File: src/rtl/path_replayer_if.sv
// path_replayer_if: solver-stack, replay request and move-output bundle for path_replayer
//   solve_done, run           request side (driven by master)
//   stk_empty, stk_loc        solver stack view (driven by master)
//   stk_pop                   stack pop strobe (driven by slave)
//   move, loc_out, dir_out    paced move pulses (driven by slave)
//   busy, replay_done, err    status (driven by slave)
interface path_replayer_if #(parameter int LOC_W = 8);
    logic             solve_done;
    logic             run;
    logic             stk_empty;
    logic [LOC_W-1:0] stk_loc;
    logic             stk_pop;
    logic             move;
    logic [LOC_W-1:0] loc_out;
    logic [1:0]       dir_out;
    logic             busy;
    logic             replay_done;
    logic             err;
    modport master (
        output solve_done, run, stk_empty, stk_loc,
        input  stk_pop, move, loc_out, dir_out, busy, replay_done, err
    );
    modport slave (
        input  solve_done, run, stk_empty, stk_loc,
        output stk_pop, move, loc_out, dir_out, busy, replay_done, err
    );
endinterface

File: src/rtl/path_replayer.sv
// path_replayer: drains the solver's LIFO path stack and replays it start-to-goal as paced moves
//   clk, rst  clock and asynchronous active-high reset
//   bus       path_replayer_if slave: stack in/pop out, move/loc/dir out, busy/replay_done/err
//   loc = {row, col}; dir 00 up, 01 right, 10 left, 11 down
module path_replayer #(
    parameter int LOC_W    = 8,
    parameter int DEPTH    = 256,
    parameter int STEP_CYC = 4
) (
    input logic            clk,
    input logic            rst,
    path_replayer_if.slave bus
);
    localparam int AW = $clog2(DEPTH);
    localparam int HW = LOC_W / 2;
    localparam int CW = (STEP_CYC > 1) ? $clog2(STEP_CYC) : 1;
    localparam logic [CW-1:0] WAIT_LAST = CW'((STEP_CYC > 1) ? STEP_CYC - 2 : 0);
    localparam logic [HW:0]   ONE = (HW+1)'(1);

    typedef enum logic [2:0] {IDLE, LOAD, PLAY, WAIT, FIN} state_t;

    state_t           r_state;
    logic [AW:0]      r_wr;
    logic [AW-1:0]    r_rd;
    logic [LOC_W-1:0] r_prev;
    logic             r_first;
    logic [CW-1:0]    r_cnt;
    logic             r_move;
    logic [LOC_W-1:0] r_loc;
    logic [1:0]       r_dir;
    logic             r_busy;
    logic             r_done;
    logic             r_err;
    logic [LOC_W-1:0] r_buf [DEPTH];

    logic             w_pop;
    logic [LOC_W-1:0] w_cur;
    logic [HW:0]      w_cr, w_cc, w_pr, w_pc;
    logic             w_up, w_right, w_left, w_down, w_adj;
    logic [1:0]       w_dir;

    // pop only while there is room; a full buffer with data still waiting is an overflow
    assign w_pop = (r_state == LOAD) && !bus.stk_empty && (r_wr != (AW+1)'(DEPTH));
    assign w_cur = r_buf[r_rd];

    // one extra bit keeps 0-1 and 15+1 from wrapping into a false adjacency
    assign w_cr = {1'b0, w_cur[LOC_W-1 -: HW]};
    assign w_cc = {1'b0, w_cur[HW-1:0]};
    assign w_pr = {1'b0, r_prev[LOC_W-1 -: HW]};
    assign w_pc = {1'b0, r_prev[HW-1:0]};
    assign w_up    = (w_cc == w_pc) && (w_cr + ONE == w_pr);
    assign w_down  = (w_cc == w_pc) && (w_pr + ONE == w_cr);
    assign w_right = (w_cr == w_pr) && (w_pc + ONE == w_cc);
    assign w_left  = (w_cr == w_pr) && (w_cc + ONE == w_pc);
    assign w_adj   = w_up | w_down | w_right | w_left;
    assign w_dir   = {w_left | w_down, w_right | w_down};

    assign bus.stk_pop     = w_pop;
    assign bus.move        = r_move;
    assign bus.loc_out     = r_loc;
    assign bus.dir_out     = r_dir;
    assign bus.busy        = r_busy;
    assign bus.replay_done = r_done;
    assign bus.err         = r_err;

    always_ff @(posedge clk) begin
        if (w_pop) r_buf[r_wr[AW-1:0]] <= bus.stk_loc;
    end

    always_ff @(posedge clk or posedge rst) begin
        if (rst) begin
            r_state <= IDLE;
            r_wr    <= '0;
            r_rd    <= '0;
            r_prev  <= '0;
            r_first <= 1'b0;
            r_cnt   <= '0;
            r_move  <= 1'b0;
            r_loc   <= '0;
            r_dir   <= '0;
            r_busy  <= 1'b0;
            r_done  <= 1'b0;
            r_err   <= 1'b0;
        end else begin
            r_move <= 1'b0;
            r_done <= 1'b0;
            case (r_state)
                IDLE: if (bus.run && bus.solve_done) begin
                    r_state <= LOAD;
                    r_busy  <= 1'b1;
                    r_err   <= 1'b0;
                    r_wr    <= '0;
                end
                LOAD: if (w_pop) begin
                    r_wr <= r_wr + (AW+1)'(1);
                end else if (!bus.stk_empty) begin
                    r_err   <= 1'b1;
                    r_busy  <= 1'b0;
                    r_state <= FIN;
                end else if (r_wr == '0) begin
                    r_busy  <= 1'b0;
                    r_state <= FIN;
                end else begin
                    r_rd    <= AW'(r_wr - (AW+1)'(1));
                    r_first <= 1'b1;
                    r_state <= PLAY;
                end
                PLAY: if (r_first) begin
                    // start cell: latch it as the reference, no move pulse
                    r_prev  <= w_cur;
                    r_first <= 1'b0;
                    if (r_rd == '0) begin
                        r_busy  <= 1'b0;
                        r_state <= FIN;
                    end else begin
                        r_rd <= r_rd - AW'(1);
                    end
                end else if (w_adj) begin
                    r_move <= 1'b1;
                    r_loc  <= w_cur;
                    r_dir  <= w_dir;
                    r_prev <= w_cur;
                    if (r_rd == '0) begin
                        r_busy  <= 1'b0;
                        r_state <= FIN;
                    end else begin
                        r_rd    <= r_rd - AW'(1);
                        r_cnt   <= '0;
                        r_state <= (STEP_CYC > 1) ? WAIT : PLAY;
                    end
                end else begin
                    r_err   <= 1'b1;
                    r_busy  <= 1'b0;
                    r_state <= FIN;
                end
                WAIT: if (r_cnt == WAIT_LAST) r_state <= PLAY;
                      else r_cnt <= r_cnt + CW'(1);
                FIN: begin
                    r_done  <= 1'b1;
                    r_state <= IDLE;
                end
                default: r_state <= IDLE;
            endcase
        end
    end
endmodule

File: src/flat_wrapper.sv
// flat-port wrapper written by rule: the top's interface ports become plain ports
module path_replayer_flat 
#(
    parameter int LOC_W    = 8,
    parameter int DEPTH    = 256,
    parameter int STEP_CYC = 4
)
  (clk, rst, bus_solve_done, bus_run, bus_stk_empty, bus_stk_loc, bus_stk_pop, bus_move, bus_loc_out, bus_dir_out, bus_busy, bus_replay_done, bus_err);
  path_replayer_if #(.LOC_W(LOC_W)) bus_i ();
  input logic clk;
  input logic rst;
  input wire logic [$bits(bus_i.solve_done)-1:0] bus_solve_done;
  input wire logic [$bits(bus_i.run)-1:0] bus_run;
  input wire logic [$bits(bus_i.stk_empty)-1:0] bus_stk_empty;
  input wire logic [$bits(bus_i.stk_loc)-1:0] bus_stk_loc;
  output wire logic [$bits(bus_i.stk_pop)-1:0] bus_stk_pop;
  output wire logic [$bits(bus_i.move)-1:0] bus_move;
  output wire logic [$bits(bus_i.loc_out)-1:0] bus_loc_out;
  output wire logic [$bits(bus_i.dir_out)-1:0] bus_dir_out;
  output wire logic [$bits(bus_i.busy)-1:0] bus_busy;
  output wire logic [$bits(bus_i.replay_done)-1:0] bus_replay_done;
  output wire logic [$bits(bus_i.err)-1:0] bus_err;
  assign bus_i.solve_done = bus_solve_done;
  assign bus_i.run = bus_run;
  assign bus_i.stk_empty = bus_stk_empty;
  assign bus_i.stk_loc = bus_stk_loc;
  assign bus_stk_pop = bus_i.stk_pop;
  assign bus_move = bus_i.move;
  assign bus_loc_out = bus_i.loc_out;
  assign bus_dir_out = bus_i.dir_out;
  assign bus_busy = bus_i.busy;
  assign bus_replay_done = bus_i.replay_done;
  assign bus_err = bus_i.err;
  path_replayer #(.LOC_W(LOC_W), .DEPTH(DEPTH), .STEP_CYC(STEP_CYC)) u_core (.clk(clk), .rst(rst), .bus(bus_i));
endmodule
File: config.mk
export PLATFORM = sky130hd
export DESIGN_NAME = path_replayer_flat
export DESIGN_NICKNAME = d
export VERILOG_FILES = /design/src/rtl/path_replayer_if.sv /design/src/rtl/path_replayer.sv /design/src/flat_wrapper.sv
export SDC_FILE = /design/constraint.sdc
export NUM_CORES = 2
export LEC_CHECK = 0
export BUFFER_PORTS_ARGS = -buffer_cell sky130_fd_sc_hd__buf_4
export CAP_MARGIN = 25
export CORE_MARGIN = 2
export CORE_UTILIZATION = 57
export CTS_CLUSTER_SIZE = 24
export DETAILED_ROUTE_END_ITERATION = 10
export HOLD_SLACK_MARGIN = 0.05
export PLACE_DENSITY = 0.81
export SKIP_LAST_GASP = 1
export SLEW_MARGIN = 40
export SYNTH_ARGS = -nofsm -noshare
export SYNTH_HDL_FRONTEND = slang
export SYNTH_SLANG_ARGS = --single-unit
File: constraint.sdc
create_clock -name clk -period 9.9 [get_ports clk]
set_input_delay 1.98 -clock clk [delete_from_list [all_inputs] [get_ports clk]]
set_output_delay 1.98 -clock clk [all_outputs]
set_load 0.01 [all_outputs]
==> out/metrics.yaml <==
outcome:
  status: "finished clean"
global_routing:
  grt_pass1_vias: 43720
  grt_start_max_net_pins: 172
  gr-usage-all-layers_pct: 30.39
  antenna_found_initial: 5
  overflow: 0
  grt_pass1_wl_um: 322700
critical_path:
  crit_start: "u_core.r_rd[1]"
  cp_max_fo: 75
  worstReg2RegStart: "u_core.r_rd[1]"
  worst-r2r-setup-slack_ns: 3.26
  critPathCaptureType: "flip-flop"
  critical_path_class: "reg -> reg"
  r2r_cells: 17
  start_kind: "flip-flop"
  worstPathRequired_ns: 10.62
  rr_endpoint: "u_core.bus.loc_out[2]"
  worstPathArrival_ns: 7.36
timing:
  rsz0062_at_grt: "no"
  slew_headroom_pct: 36.29
  fin_crit_sh_pct: 67.02
  period_needed_ns: 6.635
  clock_skew_ns: 0.02979
  timing.final.max_slew_violations: 0
  tns_ns: 0
  fmax_ghz: 0.1507
  setup_viol: 0
  hold_viol: 0
  worst_pin_slew_ns: 0.9557
pwr:
  seq_power_share_pct: 41.3
  p_clk_share_pct: 29.9
  peakVddDrop_mv: 0.2095
  comb_power_share_pct: 28.8
  power_mw: 24.28
  leakagePower_nw: 29.66
  switchingPower_mw: 7.852
  switching_share_pct: 32.34
  intPower_mw: 16.43
  power.density_mw_per_mm2: 263.7
min_path:
  hold_depth: 2
  hp-class: "reg -> reg"
  worstHoldStart: "u_core.r_cnt[1]"
  min_to: "u_core.r_cnt[1]"
logic_synthesis:
  syn_avg_cell_area_um2: 19.68
  yosysTopAreaCell: "edfxtp_1"
  synth.top_cell.area_share_pct: 73.69
  synth_area_leaders: "edfxtp_1 74%, mux4_2 10%, mux2i_1 3.6%"
  synth-edff-count: 2048
  netlist_area_mm2: 0.08346
  synthCells: 4240
  yosysMostFrequentCell: "edfxtp_1"
  async_flop_share_pct: 2.150
  synth_common_cells: "2,048 x edfxtp_1, 385 x mux4_2, 329 x nor2_1"
  synth.distinct_cells: 91
  ys_ff_latch: 2093
  synth_flop_cell: "edfxtp_1"
  seq_area_frac_synth_pct: 75.04
  syn_nets: 4263
  ys.warnings.count: 0
clocking:
  clock_latency_ns: 0.84
  cts_buffers: 197
  cts_tree: "done"
  ctsResizeCount: 0
  clk_path_buf_depth: 3
  clock-sinks: 2093
  cts.root.buffer_cell: "clkbuf_16"
  postCtsSetupBuffers: 0
  htree_levels: 4
  clk_pin_slew_ns: 0.06
  hold_buffers: 0
floorplan:
  placementRows: 140
  core_area_mm2: 0.1456
  start_util_pct: 57.33
  dieHeight_um: 386.6
  boundaryPins: 28
  die-area_mm2: 0.1495
  die_w_um: 386.6
route:
  wirelength_um: 228600
  vias_per_cell: 7.058
  ant_nets: 0
  drt_iter0_markers: 7784
  drt-wirelength-per-cell_um: 35.82
  drt_pre_antenna_iters: 9
  drc: 0
  via_count: 45050
placed_design:
  io_buffer_count: 27
  place_hpwl_um: 134200
  gp_congestion: 0.9860
final_layout:
  finalNetCount: 4328
  drive_gt1_share_pct: 23.68
  synthToLayoutAreaGrowth_pct: 10.32
run:
  drv_cap: 0
==> power groups by stage <==
stage	clock, mW	combinational, mW	sequential [mW]
floorplan	0	4.66	10.0
global placement	0	6.55	10.2
detailed placement	0	6.67	10.2
CTS	7.25	6.74	10.0
global route	7.59	7.14	10.0
finish	7.26	7.00	10.0
==> kinds of logic (layout without fill, tap and decap cells) <==
| family | after synthesis | count (layout) | synth area share, % |
|---|---|---|---|
| compound gates | 409 | 409 | 3.543 |
| other cells | 0 | 10 | 0 |
| flops | 2093 | 2093 | 75.04 |
| mux | 738 | 738 | 15.03 |
| buf+inv | 275 | 491 | 2.237 |
| simple gates | 691 | 691 | 3.718 |
| fa+ha+maj | 10 | 10 | 0.1499 |
| xor+xnor | 24 | 24 | 0.2848 |
==> metal layers <==
metal,up-vias,track usage (%),routed length [um]
met1,22900,40.10,77640
met5,-,0.03247,50
met4,8,16.70,14020
met3,751,9.082,31640
li1,17460,-,-
met2,3925,45.78,105300
==> registers in the layout (all words and copies together) (netlist names) <==
register                cells
u_core.bus.busy             1
u_core.bus.dir_out          2
u_core.bus.err              1
u_core.bus.loc_out          8
u_core.bus.move             1
u_core.bus.replay_done      1
u_core.r_buf             2048
u_core.r_cnt                2
u_core.r_first              1
u_core.r_prev               8
u_core.r_rd                 8
u_core.r_state              3
u_core.r_wr                 9
==> metrics by stage <==
step,worst slack (ns),utilization (%),hold slack (ns),instances,instance area [um^2]
detailed placement,3.333,58.79,0.5337,6018,85580
CTS,3.236,62.97,0.5470,6368,91660
global placement,3.061,58.47,0.5023,6012,85110
finish,3.265,63.25,0.5607,6383,92070
global route,3.167,63.24,0.5772,6373,92050
floorplan,5.150,-,0.4870,4240,83460
==> cell usage in the layout (no fill, tap or decap), types with 19 or more instances in the layout <==
master,instances
buf_4,90
nor3_1,22
clkinv_2,33
nor2b_1,34
a22oi_1,96
a21oi_1,46
nor2_2,176
mux2_2,26
dfrtp_1,39
a211oi_1,30
clkbuf_16,202
o21ai_0,40
nor2_1,149
nand2_1,127
edfxtp_1,2048
o22ai_1,44
nand3_1,69
mux4_2,385
clkbuf_1,41
mux2i_1,301
a31oi_1,19
clkinv_1,43
==> area by class of cell <==
class	instances	area (um^2)
multi-input combinational	1872	19600
sequential	2093	62640
fill	9182	53490
clock buffer	245	5225
inverter	15	58.81
tap	1917	2399
timing repair buffer	126	1266
clock inverter	105	853.3
antenna	10	25.02
==> critical path, cell delays in order, from the launching register on <==
cell and delay, ns:
dfrtp_4 0.93, buf_12 0.54, buf_6 0.57, mux4_2 0.46, mux4_2 0.50, nor2_1 0.22, a2111oi_1 0.16, a211oi_1 0.57
a22oi_2 0.27, ha_1 0.28, nand2b_1 0.08, a31oi_1 0.04, o21ai_0 0.26, a21oi_1 0.12, nand4_1 0.16, o211a_1 0.43
nand2b_4 0.36, mux2_2 0.37
==> worst max-delay path by stage <==
| stage | end | slack [ns] |
|---|---|---|
| after global placement | u_core.bus.loc_out[1] | 3.06 |
| final | u_core.bus.loc_out[2] | 3.26 |
| after floorplan | bus_stk_pop | 5.15 |
| after CTS | u_core.r_rd[1] | 3.24 |
| after global routing | u_core.r_rd[1] | 3.17 |
| after detailed placement | u_core.bus.loc_out[5] | 3.33 |
Power figures use the tool's default switching activity.
